## src/rtl/nibble_serial_adder.sv

```systemverilog
// Multi-cycle WIDTH-bit add/subtract: one nibble per clock through a single
// 4-bit carry-lookahead slice, with carry/overflow/zero flags and start/done handshake.
module nibble_serial_adder #(
    parameter int WIDTH = 32
) (
    input  logic             clk,
    input  logic             rst_n,
    input  logic             start,
    input  logic             sub,
    input  logic [WIDTH-1:0] a,
    input  logic [WIDTH-1:0] b,
    output logic             busy,
    output logic             done,
    output logic [WIDTH-1:0] result,
    output logic             cout,
    output logic             overflow,
    output logic             zero,
    output logic [1:0]       dbg_state
);
    localparam int N  = WIDTH / 4;
    localparam int IW = (N > 1) ? $clog2(N) : 1;
    localparam logic [IW-1:0] LAST = IW'(N - 1);

    typedef enum logic [1:0] {
        S_IDLE = 2'd0,
        S_RUN  = 2'd1,
        S_DONE = 2'd2
    } state_t;

    state_t            state_q, state_d;
    logic [WIDTH-1:0]  opa_q, opa_d;
    logic [WIDTH-1:0]  opb_q, opb_d;
    logic              carry_q, carry_d;
    logic [IW-1:0]     idx_q, idx_d;
    logic [WIDTH-1:0]  result_q, result_d;
    logic              cout_q, cout_d;
    logic              ovf_q, ovf_d;
    logic              zero_q, zero_d;

    logic [3:0] slice_x, slice_y, slice_p, slice_g, slice_s;
    logic [4:0] slice_c;

    // 4-bit carry-lookahead slice on the currently selected nibble.
    always_comb begin
        slice_x = opa_q[{idx_q, 2'b00} +: 4];
        slice_y = opb_q[{idx_q, 2'b00} +: 4];
        slice_p = slice_x ^ slice_y;
        slice_g = slice_x & slice_y;
        slice_c[0] = carry_q;
        slice_c[1] = slice_g[0] | (slice_p[0] & carry_q);
        slice_c[2] = slice_g[1] | (slice_p[1] & slice_g[0])
                   | (slice_p[1] & slice_p[0] & carry_q);
        slice_c[3] = slice_g[2] | (slice_p[2] & slice_g[1])
                   | (slice_p[2] & slice_p[1] & slice_g[0])
                   | (slice_p[2] & slice_p[1] & slice_p[0] & carry_q);
        slice_c[4] = slice_g[3] | (slice_p[3] & slice_g[2])
                   | (slice_p[3] & slice_p[2] & slice_g[1])
                   | (slice_p[3] & slice_p[2] & slice_p[1] & slice_g[0])
                   | (slice_p[3] & slice_p[2] & slice_p[1] & slice_p[0] & carry_q);
        slice_s = slice_p ^ slice_c[3:0];
    end

    always_comb begin
        state_d  = state_q;
        opa_d    = opa_q;
        opb_d    = opb_q;
        carry_d  = carry_q;
        idx_d    = idx_q;
        result_d = result_q;
        cout_d   = cout_q;
        ovf_d    = ovf_q;
        zero_d   = zero_q;
        case (state_q)
            S_IDLE, S_DONE: begin
                if (start) begin
                    // Subtract is a + ~b + 1: invert B and seed the carry with 1.
                    opa_d    = a;
                    opb_d    = sub ? ~b : b;
                    carry_d  = sub;
                    idx_d    = '0;
                    result_d = '0;
                    cout_d   = 1'b0;
                    ovf_d    = 1'b0;
                    zero_d   = 1'b0;
                    state_d  = S_RUN;
                end else begin
                    state_d = S_IDLE;
                end
            end
            S_RUN: begin
                result_d[{idx_q, 2'b00} +: 4] = slice_s;
                carry_d = slice_c[4];
                idx_d   = idx_q + 1'b1;
                if (idx_q == LAST) begin
                    state_d = S_DONE;
                    cout_d  = slice_c[4];
                    ovf_d   = (opa_q[WIDTH-1] == opb_q[WIDTH-1]) &&
                              (slice_s[3] != opa_q[WIDTH-1]);
                    zero_d  = (result_d == '0);
                end
            end
            default: state_d = S_IDLE;
        endcase
    end

    always_ff @(posedge clk) begin
        if (!rst_n) begin
            state_q  <= S_IDLE;
            opa_q    <= '0;
            opb_q    <= '0;
            carry_q  <= 1'b0;
            idx_q    <= '0;
            result_q <= '0;
            cout_q   <= 1'b0;
            ovf_q    <= 1'b0;
            zero_q   <= 1'b0;
        end else begin
            state_q  <= state_d;
            opa_q    <= opa_d;
            opb_q    <= opb_d;
            carry_q  <= carry_d;
            idx_q    <= idx_d;
            result_q <= result_d;
            cout_q   <= cout_d;
            ovf_q    <= ovf_d;
            zero_q   <= zero_d;
        end
    end

    // Handshake: busy while RUN, done for the single DONE cycle; never both.
    assign busy      = (state_q == S_RUN);
    assign done      = (state_q == S_DONE);
    assign result    = result_q;
    assign cout      = cout_q;
    assign overflow  = ovf_q;
    assign zero      = zero_q;
    assign dbg_state = state_q;
endmodule

```

## config.mk

```make
export PLATFORM = sky130hd
export DESIGN_NAME = nibble_serial_adder
export DESIGN_NICKNAME = d
export VERILOG_FILES = /design/src/rtl/nibble_serial_adder.sv
export SDC_FILE = /design/constraint.sdc
export NUM_CORES = 1
export LEC_CHECK = 0
export ABC_AREA = 1
export BUFFER_PORTS_ARGS = -buffer_cell sky130_fd_sc_hd__buf_4
export CORE_MARGIN = 3
export CORE_UTILIZATION = 55
export CTS_CLUSTER_SIZE = 24
export DETAILED_ROUTE_END_ITERATION = 6
export PLACE_DENSITY = 0.81
export SETUP_SLACK_MARGIN = 0.4
export SYNTH_ARGS = -nofsm -noshare
export SYNTH_HDL_FRONTEND = slang
export SYNTH_SLANG_ARGS = --single-unit
```

## constraint.sdc

```tcl
create_clock -name clk -period 3.64 [get_ports clk]
set_input_delay 0 -clock clk [delete_from_list [all_inputs] [get_ports clk]]
set_output_delay 0 -clock clk [all_outputs]
set_load 0.02 [all_outputs]
```

==> impl_metrics.json <==
{
  "cts.reportedPaths.clkPinSlew_ns": 0.11,
  "skew_ns": 0.01351,
  "cp-endpoint": "zero",
  "cap_violations": 0,
  "synth_nets": 831,
  "min_path_type": "primary input to flip-flop",
  "path_max_fanout": 12,
  "post-route-min-period_ns": 2.954,
  "synthTopCellsByCount": "o21ai_0, nor2_1, nand2_1",
  "async_flop_share_pct": 0,
  "io_buffers": 106,
  "cts.sink_count": 105,
  "power_density_nw_per_um2": 370.9,
  "finalCritPeriodShare_pct": 81.16,
  "yosys-top-cells-area": "dfxtp_1, o21ai_0, nor2_1",
  "first_pass_iters": 6,
  "core_region_area_um2": 9371,
  "holdWs_ns": 0.1911,
  "cp.arrival_ns": 3.27,
  "tightest_slew_ns": 0.8045,
  "synth.distinct_cells": 35,
  "max_slew_margin_pct": 46.37,
  "p_int_uw": 1747,
  "vias_per_cell": 5.592,
  "clock.fmax_mhz": 338.5,
  "grt_max_degree": 98,
  "timing.rr.start": "idx_q[1]",
  "drive_gt1_share_pct": 17.90,
  "fillers": 677,
  "run_status": "finished clean",
  "synth_seq_area_share_pct": 39.05,
  "final_nets": 981,
  "cts_tree": "yes",
  "grt_pass1_vias": 5645,
  "route.detailed.drc": 0,
  "antenna_left": 0,
  "p_leak_uw": 0.003113,
  "synth.most_common_cell": "o21ai_0",
  "avgSynthCellArea_um2": 7.177,
  "rsz0062_at_grt": "false",
  "synth_area_um2": 5383,
  "pwr-share-seq_pct": 48.1,
  "die_area_um2": 11010,
  "fin_util_pct": 75.62,
  "track_usage_pct": 30.69,
  "ys_warn_count": 0,
  "finalSetupViolCount": 0,
  "die_width_um": 104.9,
  "clock_path_buffers": 2,
  "endpoint_kind": "flip-flop",
  "netlist.top_cell.by_area": "dfxtp_1",
  "synth_flop_cell": "dfxtp_1",
  "finalPower_uw": 2629,
  "die_h_um": 104.9,
  "finalHoldViolations": 0,
  "synth_edf_count": 0,
  "start_util_pct": 57.44,
  "crit_type": "flip-flop to flip-flop",
  "wire_per_inst_um": 16.56,
  "vias": 5793,
  "antenna_found_initial": 1,
  "ys_ff_latch": 105,
  "drtIter0Drc": 493,
  "place.gp.congestion": 0.9680,
  "clkPwrFrac_pct": 26.1,
  "p_sw_uw": 881.9,
  "routed_wl_um": 17150,
  "synth_top_area_share_pct": 39.05,
  "grt.overflow.total": 0,
  "core.rowCount": 35,
  "cts_buffers": 9,
  "startpoint": "idx_q[1]",
  "reg2reg_to": "zero",
  "grt_pass1_wl_um": 27630,
  "ioPinCount": 107,
  "switching_share_pct": 33.55,
  "crit_path_start_kind": "flip-flop",
  "cts.htree.levels": 3,
  "cp_data_required_time_ns": 3.95,
  "syn_inst": 750,
  "slew_viol_final": 0,
  "reg2reg_slack_ns": 0.69,
  "area_growth_pct": 31.66,
  "pwr-share-comb_pct": 25.8,
  "tns_ns": 0,
  "insertion_delay_ns": 0.37,
  "ir_drop_mv": 0.2392,
  "post-dp-hpwl_um": 10670,
  "reg2reg_depth": 18,
  "clockRootBuffer": "clkbuf_8"
}
metal layers:
metal | wire length (µm) | vias to the layer above | global-route usage, %
met5 | 0 | - | 0
li1 | - | 2799 | -
met1 | 6627 | 2661 | 35.97
met4 | 723 | 0 | 13.31
met3 | 1121 | 64 | 3.953
met2 | 8681 | 269 | 55.73
worst min-delay path by stage:
| stage | start | end | slack [ns] | cells past startpoint |
|---|---|---|---|---|
| 3_5_place_dp | a[3] | opa_q[3] | 0.23 | 3 |
| 2_1_floorplan | a[0] | opa_q[0] | 0.13 | 2 |
| 4_1_cts | sub | carry_q | 0.18 | 3 |
| 6_report | sub | carry_q | 0.19 | 3 |
| 5_1_grt | sub | carry_q | 0.22 | 3 |
| 3_3_place_gp | a[2] | opa_q[2] | 0.22 | 3 |
registers in the layout, summed over array words and instances (netlist names):
name	count
opa_q	32
opb_q	32
result	32
idx_q	3
dbg_state	2
carry_q	1
cout	1
overflow	1
zero	1
critical path: stages (launching register included):
cell     delay (ns)
dfxtp_2        0.48
buf_4          0.21
o21ai_0        0.08
o22ai_1        0.16
nor2_1         0.06
a31oi_1        0.18
ha_1           0.30
or2_0          0.22
nand2_1        0.11
nand2_1        0.09
nand2_1        0.06
nand2_1        0.15
nand3_1        0.13
nand2_1        0.05
o21ai_0        0.12
nand2_1        0.09
nor2_1         0.16
nand3_1        0.13
a21oi_2        0.13
cells in the final DEF (no fill, tap or decap), drive strengths merged, types with 2 or more instances in the layout:
master,synthesis,layout
nor2,127,127
nand2,114,114
xnor2,32,32
inv,53,55
clkinv,1,4
diode,0,2
ha,12,12
o22ai,17,17
dfxtp,105,105
o21ai,126,126
a32o,11,11
buf,8,119
clkbuf,37,11
nand3,35,35
a21oi,54,54
dlygate4sd3,0,65
a31oi,10,10
area by class of cell:
cell class | count | area [µm²] | area share, %
antenna | 2 | 5.005 | 0.07062
clock buffer | 11 | 131.4 | 1.854
clock inverter | 5 | 40.04 | 0.5650
inverter | 54 | 207.7 | 2.931
multi-input combinational | 546 | 2893 | 40.82
sequential | 105 | 2105 | 29.70
tap | 129 | 161.4 | 2.278
timing repair buffer | 184 | 1544 | 21.79
stage by stage:
| step | setup slack (ns) | cells | cell area (µm²) |
|---|---|---|---|
| floorplan | 0.7806 | 750 | 5383 |
| global placement | 0.5887 | 952 | 6231 |
| detailed placement | 0.4322 | 952 | 6231 |
| CTS | 0.4333 | 1033 | 7053 |
| global route | 0.3817 | 1035 | 7084 |
| finish | 0.6858 | 1036 | 7087 |
repair_timing:
item / in CTS / in global routing
setup buffers: 0 / 1
endpoints found under the setup margin: 0 / 1
hold endpoints to repair: 65 / 0
hold buffers: 65 / 0
resized for setup: 0 / 7
logic make-up after synthesis:
kind of cell,synth area share [%]
AOI/OAI and AO/OA,22.78
xor gates and xnor gates,5.207
adders and majority gates,3.161
buffers and inverters,7.601
DFF,39.05
and+or+nand+nor,22.20
power by group through the flow:
stage,logic (µW),clock network [µW],registers (µW)
global route,745,722,1270
detailed placement,588,0,1290
global placement,574,0,1290
finish,678,685,1270
CTS,647,680,1260
floorplan,399,0,1280
No activity file was read; power rests on OpenSTA's default activity.
